<file path="config.mk">
export PLATFORM = sky130hd
export DESIGN_NAME = cmp_sort_ctrl
export DESIGN_NICKNAME = d
export VERILOG_FILES = /design/src/rtl/cmp_sort_ctrl.sv
export SDC_FILE = /design/constraint.sdc
export NUM_CORES = 1
export LEC_CHECK = 0
export CAP_MARGIN = 10
export CORE_ASPECT_RATIO = 1.25
export CORE_MARGIN = 2
export CORE_UTILIZATION = 45
export DETAILED_ROUTE_END_ITERATION = 6
export PLACE_DENSITY = 0.62
export SLEW_MARGIN = 30
export SYNTH_ARGS = -nofsm -noshare
export SYNTH_HDL_FRONTEND = slang
export SYNTH_SLANG_ARGS = --single-unit
</file>
<file path="constraint.sdc">
create_clock -name clk_i -period 8.25 [get_ports clk_i]
set_input_delay 0.825 -clock clk_i [delete_from_list [all_inputs] [get_ports clk_i]]
set_output_delay 0.825 -clock clk_i [all_outputs]
set_load 0.01 [all_outputs]
</file>
<file path="src/rtl/cmp_sort_ctrl.sv">
// rtl/cmp_sort_ctrl.sv - frame sort engine: load K signed words, bubble-sort on shared comparators, stream out ascending.
// Optional CMP_SORT_STATS_EN adds swap_cnt_o (swaps performed while sorting the current frame).

module comparator_lt #(
  parameter int N = 32
) (
  input  logic signed [N-1:0] a_i,
  input  logic signed [N-1:0] b_i,
  output logic                lt_o
);
  assign lt_o = (a_i < b_i);
endmodule

module comparator_eq #(
  parameter int N = 32
) (
  input  logic signed [N-1:0] a_i,
  input  logic signed [N-1:0] b_i,
  output logic                eq_o
);
  assign eq_o = (a_i == b_i);
endmodule

module cmp_sort_ctrl #(
  parameter int N = 32,
  parameter int K = 8,
  localparam int SW = $clog2(K * (K - 1) / 2 + 1)
) (
  input  logic         clk_i,
  input  logic         rst_i,
  input  logic         in_valid_i,
  output logic         in_ready_o,
  input  logic [N-1:0] in_data_i,
  output logic         out_valid_o,
  input  logic         out_ready_i,
  output logic [N-1:0] out_data_o,
  output logic         busy_o
`ifdef CMP_SORT_STATS_EN
  ,
  output logic [SW-1:0] swap_cnt_o
`endif
);

  localparam int IW = (K > 1) ? $clog2(K) : 1;

  typedef enum logic [1:0] {
    S_LOAD,
    S_SORT,
    S_OUT
  } state_t;

  state_t          state_q;
  logic [N-1:0]    mem_q [K];
  logic [IW-1:0]   wr_idx_q;
  logic [IW-1:0]   rd_idx_q;
  logic [IW-1:0]   j_q;
  logic [IW-1:0]   pass_q;
  logic            swapped_q;
  logic            in_ready_q;
  logic            out_valid_q;
  logic            busy_q;

  logic [IW-1:0]   j_d;
  logic signed [N-1:0] cmp_a;
  logic signed [N-1:0] cmp_b;
  logic            lt;
  logic            eq;
  logic            do_swap;
  logic            pass_swapped;
  logic            last_j;
  logic            load_done;

  assign j_d   = j_q + 1'b1;
  assign cmp_a = mem_q[j_d];
  assign cmp_b = mem_q[j_q];

  comparator_lt #(.N(N)) u_lt (
    .a_i  (cmp_a),
    .b_i  (cmp_b),
    .lt_o (lt)
  );

  comparator_eq #(.N(N)) u_eq (
    .a_i  (cmp_a),
    .b_i  (cmp_b),
    .eq_o (eq)
  );

  // Equal neighbours never swap, which keeps the sort stable.
  assign do_swap      = lt & ~eq;
  assign pass_swapped = swapped_q | do_swap;
  assign last_j       = (j_q == IW'(K - 2));
  assign load_done    = (state_q == S_LOAD) && in_valid_i && in_ready_q &&
                        (wr_idx_q == IW'(K - 1));

  always_ff @(posedge clk_i) begin
    if (rst_i) begin
      state_q     <= S_LOAD;
      wr_idx_q    <= '0;
      rd_idx_q    <= '0;
      j_q         <= '0;
      pass_q      <= '0;
      swapped_q   <= 1'b0;
      in_ready_q  <= 1'b1;
      out_valid_q <= 1'b0;
      busy_q      <= 1'b0;
    end else begin
      case (state_q)
        S_LOAD: begin
          if (in_valid_i && in_ready_q) begin
            mem_q[wr_idx_q] <= in_data_i;
            wr_idx_q        <= wr_idx_q + 1'b1;
            if (wr_idx_q == IW'(K - 1)) begin
              state_q    <= S_SORT;
              j_q        <= '0;
              pass_q     <= '0;
              swapped_q  <= 1'b0;
              in_ready_q <= 1'b0;
              busy_q     <= 1'b1;
            end
          end
        end
        S_SORT: begin
          if (do_swap) begin
            mem_q[j_q] <= cmp_a;
            mem_q[j_d] <= cmp_b;
          end
          swapped_q <= pass_swapped;
          if (last_j) begin
            if (!pass_swapped || (pass_q == IW'(K - 2))) begin
              state_q     <= S_OUT;
              rd_idx_q    <= '0;
              busy_q      <= 1'b0;
              out_valid_q <= 1'b1;
            end else begin
              pass_q    <= pass_q + 1'b1;
              j_q       <= '0;
              swapped_q <= 1'b0;
            end
          end else begin
            j_q <= j_d;
          end
        end
        S_OUT: begin
          if (out_ready_i) begin
            rd_idx_q <= rd_idx_q + 1'b1;
            if (rd_idx_q == IW'(K - 1)) begin
              state_q     <= S_LOAD;
              wr_idx_q    <= '0;
              out_valid_q <= 1'b0;
              in_ready_q  <= 1'b1;
            end
          end
        end
        default: begin
          state_q     <= S_LOAD;
          in_ready_q  <= 1'b1;
          out_valid_q <= 1'b0;
          busy_q      <= 1'b0;
        end
      endcase
    end
  end

`ifdef CMP_SORT_STATS_EN
  logic [SW-1:0] swap_cnt_q;

  always_ff @(posedge clk_i) begin
    if (rst_i || load_done) begin
      swap_cnt_q <= '0;
    end else if ((state_q == S_SORT) && do_swap) begin
      swap_cnt_q <= swap_cnt_q + 1'b1;
    end
  end

  assign swap_cnt_o = swap_cnt_q;
`endif

  // Reset forces the handshake outputs low immediately, not one edge later.
  assign in_ready_o  = in_ready_q & ~rst_i;
  assign out_valid_o = out_valid_q & ~rst_i;
  assign busy_o      = busy_q & ~rst_i;
  assign out_data_o  = mem_q[rd_idx_q];

endmodule
</file>
==> results of run 1 <==
## placed cells by master, fill, tap and decap left out, drive strengths merged, types with 3 or more instances in the layout
master | netlist | layout
a211oi | 4 | 4
a21o | 8 | 8
a21oi | 25 | 25
a22oi | 4 | 4
a31oi | 3 | 3
and3 | 3 | 3
buf | 59 | 39
bufinv | 0 | 3
clkbuf | 41 | 39
clkdlybuf4s50 | 0 | 70
clkinv | 1 | 15
clkinvlp | 0 | 4
dfxtp | 24 | 24
edfxtp | 256 | 256
ha | 40 | 40
inv | 8 | 9
mux2 | 34 | 34
mux2i | 450 | 450
mux4 | 128 | 128
nand2 | 28 | 28
nand2b | 7 | 7
nand3 | 3 | 3
nand4 | 7 | 7
nor2 | 15 | 15
nor2b | 3 | 3
nor3 | 13 | 13
o211ai | 6 | 6
o21a | 3 | 3
o21ai | 12 | 12
o22ai | 65 | 65
or2 | 32 | 32
or3 | 8 | 8
## sequential cells by signal, summed over array words and instances, names as in the netlist, named ones only
signal / count
j_q: 3
wr_idx_q: 3
in_ready_q: 1
busy_q: 1
rd_idx_q: 3
pass_q: 3
state_q: 2
mem_q: 256
swapped_q: 1
out_valid_q: 1
## cell type report
| type | instances | area share, % |
|---|---|---|
| clock buffers | 39 | 4.332 |
| clock inverters | 22 | 0.8769 |
| inverters | 9 | 0.1568 |
| multi-input cells | 921 | 48.22 |
| flip-flops and latches | 280 | 38.01 |
| well taps | 559 | 3.246 |
| repair buffers | 109 | 5.163 |
## stage by stage
stage	util, %	total power [µW]
final	51.38	3325
after global routing	51.38	3410
after detailed placement	48.55	1823
after floorplan	-	1735
after CTS	51.23	3335
after global placement	48.54	1820
## per-layer routing
layer	vias up	track usage [%]	wire, µm
met2	402	45.78	28620
met3	129	3.816	2971
met1	6538	32.28	22910
met4	0	10.41	2324
li1	5454	-	-
met5	-	0	0
## worst min-delay path, cell delays in order (launching register included)
cell and delay (ns):
dfxtp_1 0.30, o21ai_0 0.06, a21oi_1 0.07
## power groups by stage
stage	clock (µW)	combinational, µW	sequential [µW]
after global routing	1590	241	1570
final	1530	220	1570
after global placement	0	217	1600
after floorplan	0	134	1600
after detailed placement	0	220	1600
after CTS	1540	221	1570
## worst paths after layout
check | slack (ns) | endpoint | depth (start not counted) | start
max | 2.01 | mem_q[4][29] | 17 | j_q[0]
min | 0.48 | out_valid_q | 2 | out_valid_q
max reg2reg | 2.01 | mem_q[4][29] | 17 | j_q[0]
min reg2reg | 0.48 | out_valid_q | 2 | out_valid_q
## kinds of logic (layout without fill, tap and decap cells)
group / count (synthesis) / after routing / synth area share, %
AO/OA/AOI/OAI: 143 / 143 / 4.884
XOR/XNOR: 3 / 3 / 0.1377
adder cells (fa/ha/maj): 40 / 40 / 2.622
buffers and inverters: 109 / 179 / 3.055
flip-flops: 280 / 280 / 42.80
multiplexers: 612 / 612 / 42.65
AND/OR/NAND/NOR: 123 / 123 / 3.848
==> results.md, run 1 <==
- Worst ir drop on vdd: between 0.1 and 0.15 mV
- Post-CTS Resized: 0
- Synthesis-to-finish area growth: 12.90%
- Delay-heaviest family, CP: simple AND/OR/NAND/NOR gates
- Synth top area cells: edfxtp_1, mux2i_1, mux4_2, mux2i_4, ha_1
- Hold WS: 0.4816 ns
- Total number of vias: approximately 13000
- Number of nets in the layout: around 1400
- Final hold viol count: 0
- TritonCTS buffer count: 34
- DP Cell Count: approximately 1900
- Die Width: 188.2 µm
- Most common cell in the netlist: mux2i_1
- Switching Share: a little under a quarter
- Clock group share of total power: ~46%
- TritonCTS clock tree: done
- Vias in the first global route: roughly 13000
- Setup WS post-layout: 2.010 ns
- DRT antenna net count: 0
- Per-cell routed wire length: between 20 and 30 µm
- Post-Syn Nets: 1386
- Placed Area: about 20000 µm²
- Post-synth EDFFs: 256
- Non-filler cells, final: ~1900
- Post-CTS Setup Bufs: 0
- IO Pins: 71
- Leak: slightly above 0.006 µW
- Setup Crit Path Kind: reg -> reg
- Max-cap violations: 0
- Post-route cell area: ~22000 µm²
- Detailed Route WL: 56820 µm
- Least-Margin Pin Slew: between 0.9 and 1 ns
- Tcrit/Tclk final: about 76%
- Synth warnings: 0
- Hold Path Class: reg -> reg
- RSZ-0062 raised after global routing: false
- Final Skew: ~0.023 ns
- Area taken by multi-input logic gates: approximately 10000 µm²
- Final GP Congestion: roughly 0.84
- Pint: roughly 2600 µW
- Die Ht: about 230 µm
- WP data arrival: roughly 6.4 ns
- Clock Latency Late Sink: about 0.54 ns
- Diodes inserted: 0
- Buf+Inv Stages, Crit Path: 4
- HPWL Detailed: 33780 µm
- Critical path's slowest cell: nand2b_2
- Layout cell share with drive strength beyond 1: approximately 25%
- Antenna violations before repair: 0
- Yosys top cell area share: between 40% and 50%
- Die ar.: between 40000 and 50000 µm²
- Syn Inst Count: between 1000 and 1500
- Register area share after synthesis: 42.80%
- Startpoint type of the worst setup path: flip-flop
- Vias/cell: 6.458
- Required @ worst endpoint: 8.45 ns
- Initial DRC Count: 950
- Synthesized area: about 19000 µm²
- Starting Density: ~46%
- Crit path max fanout: 17
- First-pass GRT wire length: approximately 84000 µm
- H-tree Lvls: 2
- Reg power frac: a little under half
- Core area: about 42000 µm²
- Fmax: between 150 and 200 MHz
- # clock sinks: 280
- Syn Area/Cell: around 15 µm²
- Root buf cell: clkbuf_16
- Sw Pwr: between 700 and 800 µW
- Setup Viol. Count Final: 0
- Fillers: roughly 3500
- Ys async rst share: 0%
- Final min period: ~6.2 ns
- Logic pwr share: under 10%
- Setup WS pre-CTS: between 2 and 2.5 ns
- Commonest cells post-synth: mux2i_1, edfxtp_1, mux4_2, o22ai_1, clkbuf_1
- Register area: 8189 µm²
- Global Route Usage Sum: a little over a quarter
- Crit-path cells: clkinv_1 -> ha_1 -> nand2b_2 -> buf_4 -> o22ai_1 -> or2_2 -> ha_1 -> nand4_2 -> or3_4 -> or3_4 -> a31oi_2 -> o21ai_2 -> o211ai_2 -> buf_4 -> mux2i_1 -> a21o_2 -> buf_4
- Pre-antenna DRT Iters: 5
- Remaining global-route overflow: 0
- DRC Markers: 0
- Distinct cells, synth: slightly above 60
- Largest net degree at the start of global routing: about 140
- Area leader, netlist: edfxtp_1
- Setup TNS: 0 ns
- Relative slew slack: between 30% and 40%
- Final Slew Violations: 0
- Status: complete, no violations
- Flops & latches, synth: 280
- Primary FF master, synth: edfxtp_1
- Maximum root-to-sink buffer count: 3
- Post-CTS Hold Buffers: 0
- PortBufs: 70
- Crit. End Element: flip-flop
- Max stage delay on crit path: between 0.6 and 0.7 ns
- PD cells: 154.3 nW/µm²
- Most frequent CP cell: buf_4
- Reg clk slew, reported paths: approximately 0.060 ns
- Row count: 84
No activity file was read; power rests on OpenSTA's default activity.
==> run 2, diff against run 1 <==
--- a/config.mk
+++ b/config.mk
@@ -10,7 +10,7 @@
 export CORE_MARGIN = 2
 export CORE_UTILIZATION = 45
 export DETAILED_ROUTE_END_ITERATION = 6
-export PLACE_DENSITY = 0.62
+export PLACE_DENSITY = 0.64
 export SLEW_MARGIN = 30
 export SYNTH_ARGS = -nofsm -noshare
 export SYNTH_HDL_FRONTEND = slang
==> constraint.sdc (replaced) <==
create_clock -name clk_i -period 5.49 [get_ports clk_i]
set_input_delay 0.549 -clock clk_i [delete_from_list [all_inputs] [get_ports clk_i]]
set_output_delay 0.549 -clock clk_i [all_outputs]
set_load 0.01 [all_outputs]
==> run 2 against run 1 <==
  * Setup slack worse by 1.7 ns
  * Clock skew grew 0.0071 ns
  * Clock power is 46% higher
  * Hold slack lost 0.0055 ns
  * Largest cell class unchanged
  * Highest routed layer unchanged
==> results.md, run 2 (synthesized netlist as in run 1, its figures left out) <==
- Worst ir drop on vdd: between 0.2 and 0.25 mV
- Total number of vias: approximately 13000
- IO Pins: between 70 and 80
- Diodes inserted: 0
- Tcrit/Tclk final: roughly 94%
- Final GP Congestion: about 0.87
- # clock sinks: 280
- Least-Margin Pin Slew: between 0.7 and 0.8 ns
- Pre-antenna DRT Iters: 7
- Max-cap violations: 0
- TritonCTS buffer count: 30
- Vias/cell: ~6.3
- WP data arrival: about 5.5 ns
- Vias in the first global route: around 13000
- Core area: 41940 µm²
- Layout cell share with drive strength beyond 1: roughly 28%
- Setup WS pre-CTS: between 0.3 and 0.4 ns
- Post-CTS Resized: 0
- Crit path max fanout: 38
- Largest net degree at the start of global routing: 81
- Reg clk slew, reported paths: 0.07 ns
- Relative slew slack: a little under half
- Max FFs per register: about 260
- Remaining global-route overflow: 0
- Startpoint type of the worst setup path: flip-flop
- HPWL Detailed: 36310 µm
- Setup Crit Path Kind: reg -> reg
- Power Total: between 4000 and 5000 µW
- Per-cell routed wire length: around 29 µm
- Fillers: roughly 3500
- Crit. End Element: flip-flop
- Clock Latency Late Sink: 0.59 ns
- Post-CTS Hold Buffers: 0
- Maximum root-to-sink buffer count: 3
- Commonest non-fill, non-tap cell in the layout: mux2i_1
- Status: complete, no violations
- DRC Markers: 0
- Final Slew Violations: 0
- Final Skew: 0.02968 ns
- Root buf cell: clkbuf_16
- Die Ht: around 230 µm
- Hold Path Class: reg -> reg
- Setup WS post-layout: a little over 0.3 ns
- Synthesis-to-finish area growth: 15.72%
- Number of nets in the layout: about 1500
- Die Width: approximately 190 µm
- Leak: 0.006412 µW
- Setup TNS: 0 ns
- Antenna violations before repair: 0
- Fmax: slightly below 200 MHz
- Initial DRC Count: 893
- Hold WS: 0.4761 ns
- Row count: 84
- Detailed Route WL: 56800 µm
- Post-CTS Setup Bufs: 0
- TritonCTS clock tree: done
- PortBufs: 70
- Global Route Usage Sum: a little over a quarter
- Final hold viol count: 0
- Die ar.: 44080 µm²
- First-pass GRT wire length: approximately 85000 µm
- Largest register by flop count: mem_q
- Commonest non-fill, non-tap cells in the layout: mux2i_1, edfxtp_1, mux4_2
- Setup Viol. Count Final: 0
- Required @ worst endpoint: around 5.8 ns
- H-tree Lvls: 1
- Starting Density: 45.51%
- Final min period: slightly above 5 ns
- PD cells: 224.0 nW/µm²
- RSZ-0062 raised after global routing: false
- DRT antenna net count: 0
==> run 2: worst paths after layout <==
check	cells after the start	start	to	slack [ns]
setup / recovery	16	j_q[0]	mem_q[0][9]	0.31
hold / removal	2	out_valid_q	out_valid_q	0.48
setup reg to reg	16	j_q[0]	mem_q[0][9]	0.31
hold reg to reg	2	out_valid_q	out_valid_q	0.48
==> run 2: through the flow <==
step / cell area (µm²) / utilization (%) / instances
2_1_floorplan: 19100 / - / 1310
3_3_place_gp: 21020 / 50.13 / 1936
3_5_place_dp: 21020 / 50.13 / 1936
4_1_cts: 22080 / 52.66 / 1992
5_1_grt: 22080 / 52.66 / 1992
6_report: 22080 / 52.66 / 1992
==> run 2: metal layers <==
metal | wire [µm] | part of all wire (%) | GRT usage [%] | up-vias
li1 | - | - | - | 5566
met2 | 29460 | 52 | 47.60 | 409
met1 | 22460 | 40 | 31.49 | 6458
met5 | 0 | 0 | 0 | -
met3 | 2898 | 5.1 | 2.933 | 121
met4 | 1985 | 3.5 | 10.19 | 0
==> run 2: critical path, stage by stage (launching register included) <==
cell and delay [ns]:
dfxtp_4 0.38, buf_4 0.57, buf_4 0.46, mux2i_1 0.29, o22ai_1 0.11, or2_2 0.36
ha_1 0.33, nand2_1 0.05, o21ai_0 0.45, nand2b_1 0.19, a31oi_2 0.22, o21ai_2 0.09
o211ai_2 0.09, buf_4 0.32, mux2_1 0.38, a21o_2 0.35, buf_12 0.23
==> run 2: area by class of cell <==
cell class | count | area (µm²) | share of cell area [%]
Clock buffer | 33 | 783.3 | 3.547
Clock inverter | 23 | 281.5 | 1.275
Inverter | 9 | 35.03 | 0.1586
Multi-Input combinational cell | 921 | 10380 | 47.00
Sequential cell | 280 | 8189 | 37.08
Tap cell | 559 | 699.4 | 3.167
Timing Repair Buffer | 167 | 1717 | 7.773
==> run 2: report_power, final <==
| part | leakage, µW | internal, µW | switching, µW |
|---|---|---|---|
| logic | 0.00338 | 166 | 182 |
| clock network | 0.000521 | 1350 | 889 |
| registers | 0.00251 | 2350 | 16.3 |
| total | 0.00641 | 3860 | 1090 |
